<file path="config.mk">
export PLATFORM = sky130hd
export DESIGN_NAME = cpu_trace_streamer_flat
export DESIGN_NICKNAME = d
export VERILOG_FILES = /design/src/rtl/cpu_trace_streamer_pkg.sv /design/src/rtl/cpu_trace_streamer_if.sv /design/src/rtl/cpu_trace_streamer_counter.sv /design/src/rtl/cpu_trace_streamer.sv /design/src/flat_wrapper.sv
export SDC_FILE = /design/constraint.sdc
export NUM_CORES = 1
export LEC_CHECK = 0
export CAP_MARGIN = 0
export CORE_MARGIN = 2
export CORE_UTILIZATION = 40
export CTS_CLUSTER_DIAMETER = 100
export CTS_CLUSTER_SIZE = 28
export DETAILED_ROUTE_END_ITERATION = 6
export PLACE_DENSITY = 0.69
export SYNTH_ARGS = -nofsm -noshare
export SYNTH_HDL_FRONTEND = slang
export SYNTH_SLANG_ARGS = --single-unit
</file>
<file path="constraint.sdc">
create_clock -name clk_i -period 3.44 [get_ports clk_i]
set_input_delay 0.688 -clock clk_i [delete_from_list [all_inputs] [get_ports clk_i]]
set_output_delay 0.688 -clock clk_i [all_outputs]
set_load 0.02 [all_outputs]
</file>
<file path="src/rtl/cpu_trace_streamer_pkg.sv">
// Shared constants, state encoding and frame geometry for the CPU trace streamer.
package cpu_trace_pkg;

  localparam logic [7:0] TRACE_MAGIC = 8'hA5;

  typedef enum logic [1:0] {
    ST_IDLE  = 2'd0,
    ST_FRAME = 2'd1,
    ST_RUN   = 2'd2,
    ST_DONE  = 2'd3
  } trace_state_e;

  // Header word layout: {magic, seq, frame length in words}
  localparam int HDR_MAGIC_LSB = 24;
  localparam int HDR_SEQ_LSB   = 16;
  localparam int HDR_LEN_LSB   = 0;

  // Words before the register dump: header, cycle, stall, flush, pc
  localparam int HDR_WORDS = 5;

  function automatic int frame_words(input int num_regs, input int num_mem_words);
    return HDR_WORDS + num_regs + num_mem_words;
  endfunction

endpackage

</file>
<file path="src/rtl/cpu_trace_streamer_if.sv">
// Trace word stream. A word moves when trace_valid and trace_ready are both high at a clk edge;
// the master keeps data/last stable and valid high until that transfer happens.
interface cpu_trace_if #(
  parameter int DATA_W = 32
);
  logic              trace_valid;
  logic              trace_ready;
  logic [DATA_W-1:0] trace_data;
  logic              trace_last;

  modport master (
    output trace_valid,
    output trace_data,
    output trace_last,
    input  trace_ready
  );

  modport slave (
    input  trace_valid,
    input  trace_data,
    input  trace_last,
    output trace_ready
  );

endinterface

</file>
<file path="src/rtl/cpu_trace_streamer_counter.sv">
// Enable-gated wrapping event counter used for the cycle, stall and flush tallies.
module trace_event_counter #(
  parameter int W = 32
) (
  input  logic         clk_i,
  input  logic         rst_i,
  input  logic         en_i,
  output logic [W-1:0] cnt_o
);

  logic [W-1:0] cnt_q;
  logic [W-1:0] cnt_d;

  always_comb begin
    cnt_d = cnt_q;
    if (en_i) cnt_d = cnt_q + W'(1);
  end

  always_ff @(posedge clk_i) begin
    if (rst_i) cnt_q <= '0;
    else       cnt_q <= cnt_d;
  end

  assign cnt_o = cnt_q;

endmodule

</file>
<file path="src/rtl/cpu_trace_streamer.sv">
// Single-steps the CPU and streams one trace frame (counters, PC, registers, data memory)
// per CPU cycle over a valid/ready word stream.
module cpu_trace_streamer
  import cpu_trace_pkg::*;
#(
  parameter int NUM_REGS      = 32,
  parameter int NUM_MEM_WORDS = 8,
  parameter int NUM_CYCLES    = 64,
  parameter int DATA_W        = 32
) (
  input  logic              clk_i,
  input  logic              rst_i,
  input  logic              start_i,
  input  logic [DATA_W-1:0] pc_i,
  input  logic              stall_i,
  input  logic              branch_i,
  input  logic              flush_i,
  output logic [4:0]        reg_rd_addr_o,
  input  logic [DATA_W-1:0] reg_rd_data_i,
  output logic [7:0]        mem_rd_addr_o,
  input  logic [DATA_W-1:0] mem_rd_data_i,
  output logic              cpu_hold_o,
  cpu_trace_if.master       trace,
  output logic              done_o,
  output logic [1:0]        state_o
);

  localparam int FRAME_WORDS = frame_words(NUM_REGS, NUM_MEM_WORDS);
  localparam int REG_END     = HDR_WORDS + NUM_REGS;
  localparam int WW          = $clog2(FRAME_WORDS + 1);
  localparam int FCW         = $clog2(NUM_CYCLES + 1);

  localparam logic [1:0] S_IDLE  = ST_IDLE;
  localparam logic [1:0] S_FRAME = ST_FRAME;
  localparam logic [1:0] S_RUN   = ST_RUN;
  localparam logic [1:0] S_DONE  = ST_DONE;

  logic [1:0]        state_q, state_d;
  logic [WW-1:0]     w_q, w_d;
  logic [7:0]        seq_q, seq_d;
  logic [FCW-1:0]    frames_q, frames_d;
  logic [FCW-1:0]    frames_nxt;

  logic              xfer;
  logic              is_last;
  logic              hdr_xfer;
  logic              last_xfer;
  logic [DATA_W-1:0] cycle_cnt, stall_cnt, flush_cnt;
  logic [DATA_W-1:0] data;
  logic [DATA_W-1:0] hdr;

  assign xfer       = (state_q == S_FRAME) && trace.trace_ready;
  assign is_last    = (w_q == WW'(FRAME_WORDS - 1));
  assign hdr_xfer   = xfer && (w_q == '0);
  assign last_xfer  = xfer && is_last;
  assign frames_nxt = frames_q + FCW'(1);

  always_comb begin
    state_d  = state_q;
    w_d      = w_q;
    seq_d    = seq_q;
    frames_d = frames_q;
    case (state_q)
      S_IDLE: begin
        if (start_i) state_d = S_FRAME;
      end
      S_FRAME: begin
        if (xfer) begin
          if (is_last) begin
            w_d      = '0;
            seq_d    = seq_q + 8'd1;
            frames_d = frames_nxt;
            if (frames_nxt == FCW'(NUM_CYCLES)) state_d = S_DONE;
            else if (start_i)                   state_d = S_RUN;
            else                                state_d = S_IDLE;
          end else begin
            w_d = w_q + WW'(1);
          end
        end
      end
      S_RUN:   state_d = S_FRAME;
      S_DONE:  state_d = S_DONE;
      default: state_d = S_IDLE;
    endcase
  end

  always_ff @(posedge clk_i) begin
    if (rst_i) begin
      state_q  <= S_IDLE;
      w_q      <= '0;
      seq_q    <= '0;
      frames_q <= '0;
    end else begin
      state_q  <= state_d;
      w_q      <= w_d;
      seq_q    <= seq_d;
      frames_q <= frames_d;
    end
  end

  // Stall/flush are sampled once per frame while the CPU is frozen, so the header
  // transfer is a safe single point to count them.
  trace_event_counter #(.W(DATA_W)) u_cycle_cnt (
    .clk_i (clk_i),
    .rst_i (rst_i),
    .en_i  (last_xfer),
    .cnt_o (cycle_cnt)
  );

  trace_event_counter #(.W(DATA_W)) u_stall_cnt (
    .clk_i (clk_i),
    .rst_i (rst_i),
    .en_i  (hdr_xfer && stall_i && !branch_i),
    .cnt_o (stall_cnt)
  );

  trace_event_counter #(.W(DATA_W)) u_flush_cnt (
    .clk_i (clk_i),
    .rst_i (rst_i),
    .en_i  (hdr_xfer && flush_i),
    .cnt_o (flush_cnt)
  );

  always_comb begin
    hdr = '0;
    hdr[HDR_MAGIC_LSB +: 8] = TRACE_MAGIC;
    hdr[HDR_SEQ_LSB +: 8]   = seq_q;
    hdr[HDR_LEN_LSB +: 16]  = 16'(FRAME_WORDS);
  end

  // Word mux: addresses are decoded from w_q only, so they stay put while the receiver stalls.
  always_comb begin
    data          = '0;
    reg_rd_addr_o = '0;
    mem_rd_addr_o = '0;
    if (state_q == S_FRAME) begin
      if (w_q == WW'(0))      data = hdr;
      else if (w_q == WW'(1)) data = cycle_cnt;
      else if (w_q == WW'(2)) data = stall_cnt;
      else if (w_q == WW'(3)) data = flush_cnt;
      else if (w_q == WW'(4)) data = pc_i;
      else if (w_q < WW'(REG_END)) begin
        reg_rd_addr_o = 5'(w_q - WW'(HDR_WORDS));
        data          = reg_rd_data_i;
      end else begin
        mem_rd_addr_o = 8'(w_q - WW'(REG_END));
        data          = mem_rd_data_i;
      end
    end
  end

  assign trace.trace_valid = (state_q == S_FRAME);
  assign trace.trace_data  = data;
  assign trace.trace_last  = (state_q == S_FRAME) && is_last;
  assign cpu_hold_o        = (state_q != S_RUN);
  assign done_o            = (state_q == S_DONE);
  assign state_o           = state_q;

endmodule

</file>
<file path="src/flat_wrapper.sv">
// flat-port wrapper written by rule: the top's interface ports become plain ports
module cpu_trace_streamer_flat import cpu_trace_pkg::*;
#(
  parameter int NUM_REGS      = 32,
  parameter int NUM_MEM_WORDS = 8,
  parameter int NUM_CYCLES    = 64,
  parameter int DATA_W        = 32
)
  (clk_i, rst_i, start_i, pc_i, stall_i, branch_i, flush_i, reg_rd_addr_o, reg_rd_data_i, mem_rd_addr_o, mem_rd_data_i, cpu_hold_o, done_o, state_o, trace_trace_valid, trace_trace_data, trace_trace_last, trace_trace_ready);
  cpu_trace_if #(.DATA_W(DATA_W)) trace_i ();
  input  logic clk_i;
  input  logic rst_i;
  input  logic start_i;
  input  logic [DATA_W-1:0] pc_i;
  input  logic stall_i;
  input  logic branch_i;
  input  logic flush_i;
  output logic [4:0] reg_rd_addr_o;
  input  logic [DATA_W-1:0] reg_rd_data_i;
  output logic [7:0] mem_rd_addr_o;
  input  logic [DATA_W-1:0] mem_rd_data_i;
  output logic cpu_hold_o;
  output logic done_o;
  output logic [1:0] state_o;
  output wire logic [$bits(trace_i.trace_valid)-1:0] trace_trace_valid;
  output wire logic [$bits(trace_i.trace_data)-1:0] trace_trace_data;
  output wire logic [$bits(trace_i.trace_last)-1:0] trace_trace_last;
  input wire logic [$bits(trace_i.trace_ready)-1:0] trace_trace_ready;
  assign trace_trace_valid = trace_i.trace_valid;
  assign trace_trace_data = trace_i.trace_data;
  assign trace_trace_last = trace_i.trace_last;
  assign trace_i.trace_ready = trace_trace_ready;
  cpu_trace_streamer #(.NUM_REGS(NUM_REGS), .NUM_MEM_WORDS(NUM_MEM_WORDS), .NUM_CYCLES(NUM_CYCLES), .DATA_W(DATA_W)) u_core (.clk_i(clk_i), .rst_i(rst_i), .start_i(start_i), .pc_i(pc_i), .stall_i(stall_i), .branch_i(branch_i), .flush_i(flush_i), .reg_rd_addr_o(reg_rd_addr_o), .reg_rd_data_i(reg_rd_data_i), .mem_rd_addr_o(mem_rd_addr_o), .mem_rd_data_i(mem_rd_data_i), .cpu_hold_o(cpu_hold_o), .trace(trace_i), .done_o(done_o), .state_o(state_o));
endmodule
</file>
* Yosys cells after proc, flatten, opt, wreduce, memory -nomap -nowiden
Cells that the tools add are included.
** Cells by class
- Add/subtract/negate cells :: 8
- Magnitude comparators :: 1
- Equality and inequality tests :: 13
- Multiplexer cells :: 28
- Reduce and logical (&&, ||, !) cells :: 13
** Operators with widths (number)
- two-way mux 32 bit :: 7
- adder 32 x 1 -> 32 bit (second input constant) :: 3
- two-way mux 8 bit :: 7
- two-way mux 5 bit :: 7
- equality test 6 x 2 -> 1 bit (second input constant) :: 2
- two-way mux 2 bit :: 5
- adder 8 x 1 -> 8 bit (second input constant) :: 1
- one-hot mux 2 bit (4 select lines) :: 1
- adder 7 x 1 -> 7 bit (second input constant) :: 1
- equality test 7 bit (second input constant) :: 1
- logical AND 1 bit :: 7
- subtractor 6 x 6 -> 7 bit (second input constant) :: 1
- adder 6 x 1 -> 6 bit (second input constant) :: 1
- equality test 6 x 1 -> 1 bit (second input constant) :: 1
- equality test 6 x 3 -> 1 bit (second input constant) :: 1
- equality test 6 bit (second input constant) :: 1
- zero test 6 bit :: 1
- < comparator 6 bit (second input constant) :: 1
- two-way mux 6 bit :: 1
- AND reduction 3 bit :: 2
- subtractor 5 x 3 -> 5 bit (second input constant) :: 1
- equality test 2 bit (second input constant) :: 2
- inequality test 2 x 1 -> 1 bit (second input constant) :: 2
- inequality test 2 bit (second input constant) :: 2
- other kinds (4) :: 4
** Word-level totals
- Bits in registers :: 119
- Input bits :: 103
- Output and inout port bits :: 51
- Word-level logic and storage cells :: 70

* Depth between registers and ports, before layout
- Depth after elaboration :: 8
- Mapped depth :: 10
- Mapped depth without buffers :: 7

* Cells and area by module
A second synthesis with hierarchy kept.
** Unflattened totals
- Cells, all modules :: 956
- Area total of the unflattened synthesis :: 7785.0 sq um
** By module, submodules not included
- trace_event_counter :: times used 3, cells an instance 181, area an instance 1564.0 sq um, sequential area each 640.6 sq um
- cpu_trace_streamer :: times used 1, cells an instance 413, area an instance 3093.0 sq um, sequential area each 460.4 sq um

* Worst setup path after synthesis
OpenSTA, ideal clock, no wires.
- Path type :: reg-to-output
- Start :: register u_core.w_q[0]
- End :: output port mem_rd_addr_o[7]
- Arrival :: 2.571 ns
- Data required time :: 2.752 ns
- Setup slack :: 0.181 ns
- Stages on the path, launching flop included :: 10
- Path buffers :: 2
- Cell sequence :: dfxtp_1 -> inv_1 -> ha_1 -> clkbuf_1 -> clkinv_1 -> nor2_1 -> nor2_1 -> nand3_1 -> nor4_1 -> buf_4
** On the way
- Word-level cells in the longest chain between the ends :: 8
- Elaborated cells on any way between the ends :: 14
- Classes of those cells :: add/sub (1); order compare (1); eq/ne (4); mux (7); reduce/logical (1)
** Ends and longest elaborated chain
- start, declared :: RTL line cpu_trace_streamer.sv:39 : logic [WW-1:0] w_q, w_d;
- start signal, assigned :: RTL line cpu_trace_streamer.sv:95 : w_q <= w_d;
- subtractor 6 x 6 -> 7 bit / < comparator 6 bit (equally long branches) :: RTL line cpu_trace_streamer.sv:146, cpu_trace_streamer.sv:142
- two-way mux 8 bit :: RTL line cpu_trace_streamer.sv:142 : else if (w_q < WW'(REG_END)) begin
- two-way mux 8 bit :: RTL line cpu_trace_streamer.sv:141 : else if (w_q == WW'(4)) data = pc_i;
- two-way mux 8 bit :: RTL line cpu_trace_streamer.sv:140 : else if (w_q == WW'(3)) data = flush_cnt;
- two-way mux 8 bit :: RTL line cpu_trace_streamer.sv:139 : else if (w_q == WW'(2)) data = stall_cnt;
- two-way mux 8 bit :: RTL line cpu_trace_streamer.sv:138 : else if (w_q == WW'(1)) data = cycle_cnt;
- two-way mux 8 bit * :: RTL line cpu_trace_streamer.sv:137 : if (w_q == WW'(0)) data = hdr;
- two-way mux 8 bit * :: RTL line cpu_trace_streamer.sv:136 : if (state_q == S_FRAME) begin
- end, declared :: RTL line flat_wrapper.sv:20 : output logic [7:0] mem_rd_addr_o;
Mark *: on every way between the ends. The rest lies on a longest branch, timed or not.

* Worst setup path after layout
- Start :: register u_core.w_q[3]
- End :: output port trace_trace_data[23]
** On the way
- Word-level cells in the longest chain between the ends :: 8
- Elaborated cells on any way between the ends :: 13
- Classes of those cells :: order compare (1); eq/ne (4); mux (7); reduce/logical (1)
** Ends and longest elaborated chain
- < comparator 6 bit :: RTL line cpu_trace_streamer.sv:142
- two-way mux 32 bit :: RTL line cpu_trace_streamer.sv:142
- two-way mux 32 bit :: RTL line cpu_trace_streamer.sv:141
- two-way mux 32 bit :: RTL line cpu_trace_streamer.sv:140
- two-way mux 32 bit :: RTL line cpu_trace_streamer.sv:139
- two-way mux 32 bit :: RTL line cpu_trace_streamer.sv:138
- two-way mux 32 bit * :: RTL line cpu_trace_streamer.sv:137
- two-way mux 32 bit * :: RTL line cpu_trace_streamer.sv:136
- end, declared :: RTL line flat_wrapper.sv:26 : output wire logic [$bits(trace_i.trace_data)-1:0] trace_trace_data;
Marks and branches as above.

==> flow_summary.html <==
<table>
<tr><th>Metric</th><th>Value</th></tr>
<tr><th colspan="2">Synthesis</th></tr>
<tr><td>Sequential area share after synthesis</td><td>roughly a third</td></tr>
<tr><td>Gate Count Post-Synth</td><td>948</td></tr>
<tr><td>Fraction of synthesis flops using an asynchronous set or reset pin</td><td>0%</td></tr>
<tr><td>Mapped Nets</td><td>about 1,100</td></tr>
<tr><td>Number of distinct standard cells referenced by the synthesized netlist</td><td>54</td></tr>
<tr><td>Number of synthesized flops with an enable pin</td><td>0</td></tr>
<tr><td>Top flip-flop cell by instance count after synthesis</td><td>dfxtp_1</td></tr>
<tr><td>Number of warnings printed during yosys synthesis</td><td>0</td></tr>
<tr><td>Post-synthesis sequential element count</td><td>119</td></tr>
<tr><td>Synth Cell Area</td><td>between 0.007 and 0.008 mm^2</td></tr>
<tr><td>Average cell area after synthesis</td><td>7.73 um^2</td></tr>
<tr><th colspan="2">Clocking</th></tr>
<tr><td>Number of clock buffers inserted by TritonCTS</td><td>17</td></tr>
<tr><td>Max Root-Sink Buffers</td><td>2</td></tr>
<tr><td>CTS tree</td><td>done</td></tr>
<tr><td>Total clock sinks</td><td>about 120</td></tr>
<tr><td>Later-pin clock latency in the skew report</td><td>approximately 0.43 ns</td></tr>
<tr><td>Clock slew at the register clock pins of the worst setup and hold paths</td><td>0.06 ns</td></tr>
<tr><td>Post-CTS Hold Buffers</td><td>0</td></tr>
<tr><td>Clk root buf</td><td>clkbuf_16</td></tr>
<tr><td>Maximum level of the CTS H-tree</td><td>4</td></tr>
<tr><th colspan="2">Placement</th></tr>
<tr><td>Placed cell areas</td><td>0.00928 mm^2</td></tr>
<tr><td>Cell Count Post-Placement</td><td>1,305</td></tr>
<tr><td>Number of buffer cells added on primary ports</td><td>152</td></tr>
<tr><td>Detail Placement HPWL</td><td>18,400 um</td></tr>
<tr><td>Final weighted congestion in routability-driven placement</td><td>0.929</td></tr>
<tr><td>Worst setup slack before clock tree synthesis</td><td>0.0311 ns</td></tr>
<tr><th colspan="2">GRT</th></tr>
<tr><td>Initial antenna violation count</td><td>0</td></tr>
<tr><td>Leftover overflow at the end of global routing</td><td>0</td></tr>
<tr><td>Overall routing resource usage</td><td>roughly a quarter</td></tr>
<tr><td>Largest net degree at the start of global routing</td><td>107</td></tr>
<tr><td>Global-route wire length before repair</td><td>roughly 40,000 um</td></tr>
<tr><td>Number of global-route vias before repair</td><td>7,245</td></tr>
<tr><th colspan="2">Floorplan</th></tr>
<tr><td>Chip width</td><td>139 um</td></tr>
<tr><td>Core area</td><td>around 0.018 mm^2</td></tr>
<tr><td>Number of core rows</td><td>49</td></tr>
<tr><td>Number of I/O pins</td><td>154</td></tr>
<tr><td>Initial Utilization</td><td>40.8%</td></tr>
<tr><td>Die area</td><td>0.0194 mm^2</td></tr>
<tr><td>Die span in y</td><td>139 um</td></tr>
<tr><th colspan="2">Job</th></tr>
<tr><td>Max-cap check violation count</td><td>0</td></tr>
<tr><th colspan="2">Power and ir drop</th></tr>
<tr><td>Maximum vdd ir drop</td><td>0.407 mV</td></tr>
<tr><td>Leakage power</td><td>3.97 nW</td></tr>
<tr><td>Power density normalized to cell area</td><td>372 mW/mm^2</td></tr>
<tr><th colspan="2">Timing</th></tr>
<tr><td>Fmax</td><td>295 MHz</td></tr>
<tr><td>Min Clock Period, post-route</td><td>approximately 3.4 ns</td></tr>
<tr><td>Remaining max-slew budget at the tightest pin</td><td>24.0%</td></tr>
<tr><td>Transition time at the pin with the least slew margin</td><td>1.14 ns</td></tr>
<tr><td>Unrepaired setup endpoints after global routing</td><td>true</td></tr>
<tr><td>Number of hold violations in the final report</td><td>0</td></tr>
<tr><td>Max-slew violation count</td><td>0</td></tr>
<tr><td>Post-Route Hold Slack</td><td>~0.49 ns</td></tr>
<tr><td>Final period util</td><td>around 100%</td></tr>
<tr><td>Endpoints failing setup</td><td>0</td></tr>
<tr><td>Worst clock skew</td><td>0.00643 ns</td></tr>
<tr><td>Min setup slack post-route</td><td>0.0459 ns</td></tr>
<tr><th colspan="2">Layout</th></tr>
<tr><td>Most frequent cells in the layout</td><td>132 x nor2_1, 118 x dfxtp_1, 107 x clkdlybuf4s50_1</td></tr>
<tr><td>Synthesis-to-finish area growth</td><td>37.2%</td></tr>
<tr><td>Final Util</td><td>56.0%</td></tr>
<tr><td>Layout Cells excl Fill</td><td>1,343</td></tr>
<tr><td>Layout cell share with drive strength beyond 1</td><td>10.7%</td></tr>
<tr><td>Area of all placed cells without fillers</td><td>between 0.01 and 0.015 mm^2</td></tr>
<tr><td>Most common cell after layout, fill and taps aside</td><td>nor2_1</td></tr>
<tr><td>Nets</td><td>between 1,000 and 1,500</td></tr>
<tr><td># diodes</td><td>0</td></tr>
<tr><th colspan="2">Worst hold path</th></tr>
<tr><td>Class of the most critical hold timing path</td><td>register to register</td></tr>
<tr><td>Number of instances on the worst hold path</td><td>2</td></tr>
<tr><td>Endpoint of the worst hold path</td><td>u_core.u_flush_cnt.cnt_o[23]$_SDFFE_PP0P_</td></tr>
<tr><td>Source of the worst hold timing path</td><td>u_core.u_flush_cnt.cnt_o[23]$_SDFFE_PP0P_</td></tr>
<tr><th colspan="2">Setup path</th></tr>
<tr><td>Critical register-to-register path startpoint</td><td>u_core.w_q[2]$_SDFFE_PP0P_</td></tr>
<tr><td>Reg2reg end</td><td>u_core.u_stall_cnt.cnt_o[26]$_SDFFE_PP0P_</td></tr>
<tr><td>WP data arrival</td><td>2.71 ns</td></tr>
<tr><td>Worst reg-to-reg setup slack</td><td>0.46 ns</td></tr>
<tr><td>Maximum net fanout on the critical path</td><td>11</td></tr>
<tr><td>Critical Path Source Type</td><td>register</td></tr>
<tr><td>Worst Path Class, Setup</td><td>register to output port</td></tr>
<tr><td>CP Data Required Time</td><td>2.75 ns</td></tr>
<tr><td>Endpoint kind of the worst setup timing path</td><td>output port</td></tr>
<tr><td>Reg2reg path depth</td><td>6</td></tr>
<tr><th colspan="2">Route</th></tr>
<tr><td>Ratio of routed vias to standard cells</td><td>between 5 and 6</td></tr>
<tr><td>Initial drt markers</td><td>694</td></tr>
<tr><td>Final antenna-violating net count</td><td>0</td></tr>
<tr><td>Routed wirelength normalized by instance count</td><td>19.1 um</td></tr>
<tr><td>Wire length reported by the detailed router</td><td>25,700 um</td></tr>
<tr><td>Routed via count</td><td>7,934</td></tr>
<tr><td>DRC viols</td><td>0</td></tr>
<tr><td>Detailed-routing iteration count for the pre-antenna-repair pass</td><td>5</td></tr>
<tr><th colspan="2">Run status</th></tr>
<tr><td>Status</td><td>finished, final reports clean</td></tr>
</table>
## repair_timing
| item | CTS | global route |
|---|---|---|
| pin swaps | 1 | 1 |
| gates cloned | 2 | 0 |
| endpoints found under the setup margin | 40 | 28 |
| resized for setup | 65 | 41 |
| setup buffers | 1 | 3 |
## flip-flops by register name (all words and copies together), names as in the netlist
name	cells
u_core.u_cycle_cnt.cnt_o	32
u_core.state_o	2
u_core.seq_q	8
u_core.u_stall_cnt.cnt_o	32
u_core.u_flush_cnt.cnt_o	32
u_core.frames_q	7
u_core.w_q	6
## per-layer routing
metal,track usage [%],routed length (um),vias up
met1,35.2,11400,3717
li1,-,-,3799
met4,13.0,1120,0
met5,0,0,-
met3,5.82,2080,56
met2,39.3,11100,362
## metrics by stage
| stage | TNS [ns] | total power [mW] |
|---|---|---|
| floorplan | 0 | 1.60 |
| global placement | 0 | 1.85 |
| detailed placement | 0 | 1.85 |
| CTS | -0.314 | 3.75 |
| global route | -0.118 | 3.84 |
| finish | 0 | 3.74 |
## where the power goes
| part | internal, mW | leakage [nW] | switching [mW] |
|---|---|---|---|
| Combinational | 0.211 | 2.70 | 0.222 |
| Clock | 1.24 | 0.311 | 0.684 |
| Sequential | 1.38 | 0.959 | 0.00375 |
| Total | 2.83 | 3.97 | 0.910 |
## critical path, stage by stage, from the launching register on
cell	delay, ns
dfxtp_1	0.33
buf_4	0.19
or2_4	0.29
o21ai_4	0.22
bufbuf_16	0.35
mux2i_2	0.24
o2111ai_1	0.13
and3_1	0.20
dlygate4sd2_1	0.32
## area by class of cell
cell class / instances / area (um^2)
sequential: 119 / 2380
fill: 1669 / 7900
multi-input combinational: 748 / 4770
timing repair buffer: 197 / 1910
clock inverter: 14 / 199
inverter: 18 / 67.6
clock buffer: 18 / 439
tap: 229 / 287
## Yosys cell counts (all sizes together) (2+ instances only)
master	count	area share (%)
nor2	134	6.9
dfxtp	119	33
nand2	59	3.0
o21ai	59	4.0
clkbuf	56	2.9
a21oi	55	3.8
xor2	48	5.7
nand4	46	3.9
nand3	40	2.7
mux2i	35	4.8
or3	35	3.0
a221oi	25	3.0
xnor2	25	3.0
nor4	20	2.0
inv	17	0.87
a22o	16	1.9
and3	16	1.4
nor3	14	0.96
or4	13	1.4
ha	10	1.7
o22ai	10	0.85
o21a	9	0.92
a22oi	8	0.82
and2	8	0.68
and4	8	0.96
o211ai	8	0.82
buf	7	0.61
nor2b	7	0.60
a221o	6	0.82
a31oi	6	0.51
o31ai	6	0.61
nand2b	3	0.26
nand3b	3	0.31
a211oi	2	0.20
nand4b	2	0.24
o2111ai	2	0.24
or2	2	0.17
## worst max path at each step
stage,startpoint,endpoint,depth (start not counted)
after floorplan,u_core.w_q[0]$_SDFFE_PP0P_,mem_rd_addr_o[7],9
after CTS,u_core.w_q[1]$_SDFFE_PP0P_,trace_trace_data[6],9
final,u_core.w_q[3]$_SDFFE_PP0P_,trace_trace_data[23],8
after global routing,u_core.w_q[3]$_SDFFE_PP0P_,trace_trace_data[9],9
after global placement,u_core.w_q[1]$_SDFFE_PP0P_,trace_trace_data[14],7
after detailed placement,u_core.w_q[1]$_SDFFE_PP0P_,trace_trace_data[1],7
## logic make-up (layout without fill, tap and decap cells)
kind of cell | after synthesis | after routing | synth area share (%)
and+or+nand+nor | 412 | 412 | 28.7
AOI/OAI and AO/OA | 216 | 216 | 19.0
DFF | 119 | 119 | 32.5
buffers and inverters | 81 | 247 | 4.42
xor gates and xnor gates | 73 | 73 | 8.72
muxes | 36 | 36 | 4.93
adders and majority gates | 10 | 10 | 1.71
other | 1 | 1 | 0.0512
Power figures use the tool's default switching activity.
